File: src/rtl/circ_pkg.sv
// Shared types and constants for the circularity scheduler.
package circ_pkg;

  typedef enum logic [1:0] {
    IDLE  = 2'd0,
    ISSUE = 2'd1,
    WAIT  = 2'd2,
    DONE  = 2'd3
  } circ_state_t;

  // 4*pi*100 with pi taken as 3, so the quotient is circularity x100
  localparam int PI4_SCALE = 1200;
  localparam int DIV_W     = 32;
  localparam int PERIM_SAT = 65535;

endpackage

File: src/rtl/rr_arbiter.sv
// Round-robin pick: first requester at or above ptr, wrapping around.
module rr_arbiter #(
  parameter int N = 4
) (
  input  logic [N-1:0]         req,
  input  logic [$clog2(N)-1:0] ptr,
  output logic [N-1:0]         grant,
  output logic [$clog2(N)-1:0] idx
);

  localparam int IW = $clog2(N);

  int   pos;
  logic found;

  always_comb begin
    grant = '0;
    idx   = '0;
    found = 1'b0;
    pos   = 0;
    for (int k = 0; k < N; k++) begin
      pos = int'(ptr) + k;
      if (pos >= N) pos = pos - N;
      if (!found && req[pos]) begin
        found      = 1'b1;
        grant[pos] = 1'b1;
        idx        = IW'(pos);
      end
    end
  end

endmodule

File: src/rtl/circularity_scheduler.sv
// Shares one external divider between NUM_REQ blob-statistics requesters.
// Optional divider watchdog enabled by defining CIRC_TIMEOUT_EN.
module circularity_scheduler
  import circ_pkg::*;
#(
  parameter int NUM_REQ        = 4,
  parameter int WIDTH          = 180,
  parameter int HEIGHT         = 320,
  parameter int AW             = $clog2(WIDTH*HEIGHT) + 1,
  parameter int TIMEOUT_CYCLES = 64
) (
  input  logic                       clk_in,
  input  logic                       rst_in,
  input  logic [NUM_REQ-1:0]         req_in,
  input  logic [NUM_REQ*AW-1:0]      area_in,
  input  logic [NUM_REQ*AW-1:0]      perimeter_in,
  output logic [NUM_REQ-1:0]         grant_out,
  output logic                       busy_out,
  output logic                       result_valid_out,
  output logic [$clog2(NUM_REQ)-1:0] result_id_out,
  output logic [AW-1:0]              result_out,
  output logic                       result_err_out,
  output logic [31:0]                div_dividend_out,
  output logic [31:0]                div_divisor_out,
  output logic                       div_valid_out,
  input  logic [31:0]                div_quotient_in,
  input  logic                       div_valid_in,
  input  logic                       div_error_in,
  input  logic                       div_busy_in
);

  localparam int IDW = $clog2(NUM_REQ);

  function automatic logic [DIV_W-1:0] scale_area(input logic [AW-1:0] a);
    return DIV_W'(a) * DIV_W'(PI4_SCALE);
  endfunction

  function automatic logic [DIV_W-1:0] sat_divisor(input logic [AW-1:0] p);
    if (DIV_W'(p) > DIV_W'(PERIM_SAT)) return '1;
    return DIV_W'(p) * DIV_W'(p);
  endfunction

  function automatic logic [AW-1:0] sat_result(input logic [DIV_W-1:0] q);
    if ((q >> AW) != '0) return '1;
    return AW'(q);
  endfunction

  circ_state_t        state, next_state;
  logic [IDW-1:0]     ptr, arb_idx, id_p0;
  logic [NUM_REQ-1:0] arb_grant;
  logic [AW-1:0]      area_sel, perim_sel;
  logic               perim_zero_p0, start, timeout, finish_wait;

  rr_arbiter #(.N(NUM_REQ)) u_arb (
    .req   (req_in),
    .ptr   (ptr),
    .grant (arb_grant),
    .idx   (arb_idx)
  );

  assign area_sel    = area_in[int'(arb_idx)*AW +: AW];
  assign perim_sel   = perimeter_in[int'(arb_idx)*AW +: AW];
  assign start       = (state == IDLE) && (|req_in) && !div_busy_in;
  assign finish_wait = (state == WAIT) && (div_valid_in || timeout);

`ifdef CIRC_TIMEOUT_EN
  localparam int TW = $clog2(TIMEOUT_CYCLES + 1);
  logic [TW-1:0] wait_cnt;

  always_ff @(posedge clk_in) begin
    if (rst_in)              wait_cnt <= '0;
    else if (state == ISSUE) wait_cnt <= '0;
    else if (state == WAIT)  wait_cnt <= wait_cnt + 1'b1;
  end

  assign timeout = (state == WAIT) && (wait_cnt == TW'(TIMEOUT_CYCLES - 1));
`else
  assign timeout = 1'b0;
`endif

  always_comb begin
    next_state = state;
    unique case (state)
      IDLE:    if (start) next_state = ISSUE;
      ISSUE:   next_state = perim_zero_p0 ? DONE : WAIT;
      WAIT:    if (div_valid_in || timeout) next_state = DONE;
      DONE:    next_state = IDLE;
      default: next_state = IDLE;
    endcase
  end

  // Capture stage: operands latched on grant, held until the next grant
  always_ff @(posedge clk_in) begin
    if (start) begin
      id_p0         <= arb_idx;
      perim_zero_p0 <= (perim_sel == '0);
    end
  end

  always_ff @(posedge clk_in) begin
    if (rst_in) begin
      state            <= IDLE;
      ptr              <= '0;
      grant_out        <= '0;
      busy_out         <= 1'b0;
      div_valid_out    <= 1'b0;
      div_dividend_out <= '0;
      div_divisor_out  <= '0;
      result_valid_out <= 1'b0;
      result_id_out    <= '0;
      result_out       <= '0;
      result_err_out   <= 1'b0;
    end else begin
      state            <= next_state;
      busy_out         <= (next_state != IDLE);
      grant_out        <= '0;
      div_valid_out    <= 1'b0;
      result_valid_out <= 1'b0;
      if (start) begin
        grant_out        <= arb_grant;
        ptr              <= (arb_idx == IDW'(NUM_REQ - 1)) ? '0 : arb_idx + 1'b1;
        div_valid_out    <= (perim_sel != '0);
        div_dividend_out <= scale_area(area_sel);
        div_divisor_out  <= sat_divisor(perim_sel);
      end
      if (state == ISSUE && perim_zero_p0) begin
        result_valid_out <= 1'b1;
        result_id_out    <= id_p0;
        result_out       <= '0;
        result_err_out   <= 1'b1;
      end
      // A divider response in the same cycle as the watchdog takes priority
      if (finish_wait) begin
        result_valid_out <= 1'b1;
        result_id_out    <= id_p0;
        result_err_out   <= !div_valid_in || div_error_in;
        result_out       <= (div_valid_in && !div_error_in) ? sat_result(div_quotient_in) : '0;
      end
    end
  end

endmodule
File: config.mk
export PLATFORM = sky130hd
export DESIGN_NAME = circularity_scheduler
export DESIGN_NICKNAME = d
export VERILOG_FILES = /design/src/rtl/circ_pkg.sv /design/src/rtl/rr_arbiter.sv /design/src/rtl/circularity_scheduler.sv
export SDC_FILE = /design/constraint.sdc
export NUM_CORES = 1
export LEC_CHECK = 0
export ABC_AREA = 1
export BUFFER_PORTS_ARGS = -buffer_cell sky130_fd_sc_hd__buf_4
export CELL_PAD_IN_SITES_DETAIL_PLACEMENT = 1
export CELL_PAD_IN_SITES_GLOBAL_PLACEMENT = 2
export CORE_AREA = 2 2 206 208
export CTS_CLUSTER_DIAMETER = 150
export DETAILED_ROUTE_END_ITERATION = 7
export DIE_AREA = 0 0 208 210
export PLACE_DENSITY_LB_ADDON = 0.25
export SLEW_MARGIN = 25
export SYNTH_ARGS = -nofsm -noshare
export SYNTH_HDL_FRONTEND = slang
export SYNTH_SLANG_ARGS = --single-unit
File: constraint.sdc
create_clock -name clk_in -period 22.7 [get_ports clk_in]
set_input_delay 1.135 -clock clk_in [delete_from_list [all_inputs] [get_ports clk_in]]
set_output_delay 1.135 -clock clk_in [all_outputs]
set_load 0.02 [all_outputs]
==> metrics.md <==
| Metric | Value |
|---|---|
| Hold Path Class | flop to flop |
| Synth Warn # | 0 |
| GRT Resource Usage Total | 24.2% |
| Crit share post-route | between 40 and 50% |
| DIE WIDTH | ~210 µm |
| # H-tree levels | 3 |
| Post-CTS resize count | 0 |
| First-pass GRT wire length | roughly 83000 µm |
| Rel. slew slack | 39.1% |
| Required time of the worst setup path | 22.97 ns |
| Synth cell types | between 50 and 60 |
| Final ANT Viol Nets | 0 |
| Global placement routability congestion | between 0.8 and 0.9 |
| Total number of vias | roughly 13000 |
| CP most frequent cell | fa_1 |
| Cells after Synth | roughly 1900 |
| Worst-path clk slew | roughly 0.080 ns |
| Largest fanout on the critical path | 74 |
| Syn_area_per_cell | approximately 7.8 µm² |
| IO Count | 268 |
| Vias per inst | around 5 |
| Crit path capture type | flop |
| Setup TNS | 0 ns |
| Final Hold Vio Count | 0 |
| Ranking of synthesized cells by area | fa_1, ha_1, dfxtp_1 |
| Starting DRT DRC Count | around 750 |
| Fmax | about 99 MHz |
| Post-Syn Area | 0.0151 mm² |
| Largest stage delay on the critical path | just over 0.7 ns |
| Root Buffer | clkbuf_16 |
| Yosys top cell area share | between 20% and 30% |
| Crit-path slowest cell | dfxtp_1 |
| DRT Pass-1 Iters | 5 |
| CTS Buf Count | 9 |
| Antenna violations before repair | 0 |
| Hpwl dp | roughly 42000 µm |
| Post-CTS setup buffers | 0 |
| Startpoint types | flop |
| Std-Cell Rows | 75 |
| IO buf count | 259 |
| Status | finished clean |
| WL final | 50900 µm |
| Largest net degree at the start of global routing | 75 |
| Worst-Skew Late Latency | slightly below 0.4 ns |
| Dominant synthesized flop cell | dfxtp_1 |
| Final setup viols | 0 |
| Post-synthesis sequential area ratio | between 10% and 20% |
| Area leader, netlist | fa_1 |
| Diode count | 0 |
| Sink Count | 90 |
| Clock tree buffer depth | 2 |
| NumNets Final | roughly 2700 |
| CP Class | flop to flop |
| Clock skew | about 0.011 ns |
| Starting Density | a little over a third |
| RSZ-0062 raised after global routing | false |
| EDFF count, synth | 3 |
| WL/cell | approximately 19 µm |
| Hold_buf cts | 0 |
| CORE AREA | ~0.041 mm² |
| DR DRC count | 0 |
| Remaining global-route overflow | 0 |
| Vias in the first global route | around 15000 |
| Min Tclk post-route | 10.09 ns |
| Slew @ Worst Pin | 0.914 ns |
| Synthesized flop and latch total | 90 |
| Maxcap violations | 0 |
| Pins Over Slew Limit | 0 |
| Area delta synth->final | 17.0% |
| Chip height | 210 µm |
| CTS tree | built |
| Die area | approximately 0.044 mm² |
| Layout cell share with drive strength beyond 1 | 17.0% |
| Crit path arrival time | just over 10 ns |
| Async SR Flop Fraction | 0% |
[metrics by stage]
| step | util (%) | setup WS, ns | std cells | area (µm²) | hold slack, ns |
|---|---|---|---|---|---|
| 2_1_floorplan | - | 14.87 | 1946 | 15200 | 0.447 |
| 3_3_place_gp | 42.0 | 12.86 | 2677 | 17400 | 0.454 |
| 3_5_place_dp | 42.0 | 12.67 | 2677 | 17400 | 0.460 |
| 4_1_cts | 42.7 | 12.56 | 2693 | 17700 | 0.472 |
| 5_1_grt | 42.7 | 11.80 | 2693 | 17700 | 0.492 |
| 6_report | 42.7 | 12.61 | 2693 | 17700 | 0.471 |
[path summary, 6_finish.rpt]
check	startpoint	endpoint	slack (ns)	depth (start not counted)
max	ptr[0]$_SDFFE_PP0P_	div_divisor_out[29]$_SDFFE_PP0P_	12.61	35
min reg2reg	result_out[3]$_SDFFE_PP0P_	result_out[3]$_SDFFE_PP0P_	0.47	2
min	result_out[3]$_SDFFE_PP0P_	result_out[3]$_SDFFE_PP0P_	0.47	2
max reg2reg	ptr[0]$_SDFFE_PP0P_	div_divisor_out[29]$_SDFFE_PP0P_	12.61	35
[critical path, delay by kind of cell, from the launching register on]
kind	cells	cell delay (ns)
flip-flops	1	0.72
AO/OA/AOI/OAI	4	0.59
adder cells (fa/ha/maj)	8	4.01
buffers and inverters	8	1.73
AND/OR/NAND/NOR	15	2.87
[layer usage]
layer / global-route usage, % / vias to the layer above / routed length (µm)
met2: 37.3 / 321 / 22300
li1: - / 6443 / -
met4: 5.01 / 0 / 742
met5: 0 / - / 0
met3: 3.87 / 42 / 2590
met1: 35.9 / 6659 / 25200
[cells by family (layout without fill, tap and decap cells)]
kind of cell / Yosys count / in the layout / synth area share (%)
flops: 90 / 90 / 12.1
xor+xnor: 45 / 45 / 2.60
simple gates: 607 / 607 / 17.3
fa+ha+maj: 390 / 390 / 43.0
compound gates: 309 / 309 / 11.7
buf+inv: 497 / 705 / 13.2
other cells: 1 / 8 / 0.0248
[synthesized netlist by cell type (3+ instances only)]
cell	number
inv_2	33
nand3_1	65
nand2_4	4
nor4_1	7
o221ai_1	4
xnor2_1	18
inv_1	391
o211ai_1	15
xor2_1	27
nand2_2	14
or2_1	6
a31oi_1	6
buf_1	3
ha_1	172
buf_4	14
buf_2	16
a21oi_1	127
a21boi_0	3
edfxtp_1	3
or2_2	3
nand3b_1	4
nand2_1	283
nor2_1	175
dfxtp_1	87
a32oi_1	17
o221a_2	6
a21o_1	5
a22oi_1	4
fa_1	218
nor2_2	16
clkbuf_1	30
o21ai_1	7
nor3_1	4
nand4_1	12
o21ai_0	106
buf_6	9
[cells in the final DEF, fill, tap and decap left out, drive strengths merged, types with 3 or more instances in the layout]
cell	Yosys	final
nor2	193	193
o221a	6	6
dfxtp	87	87
a32oi	17	17
nand3b	4	4
nand2	301	301
ha	172	172
edfxtp	3	3
o211ai	17	17
or2	11	11
clkinv	1	3
a22oi	4	4
xnor2	18	18
nor4	8	8
fa	218	218
o21ai	113	113
inv	424	429
a21oi	127	127
conb	1	8
clkbuf	30	9
nand3	67	67
nor3	6	6
nand4	12	12
o221ai	4	4
a21boi	3	3
buf	42	264
xor2	27	27
a21o	5	5
a31oi	6	6
[registers in the layout, summed over array words and instances, names as in the netlist]
register          flops
grant_out             4
div_divisor_out      32
result_id_out         2
state                 2
result_err_out        1
result_valid_out      1
perim_zero_p0         1
ptr                   2
busy_out              1
result_out           17
div_valid_out         1
div_dividend_out     24
id_p0                 2
[area by class of cell]
class                      count  area (µm²)
sequential                    90        1830
timing repair buffer         264        1980
inverter                     425        1600
multi-input combinational   1359       11300
clock inverter                 7        66.3
tap                          539         674
fill                        5120       23800
clock buffer                   9         225
Power is not shown: default switching activity piles up to over one toggle a cycle in this logic, so the estimate is an artifact.
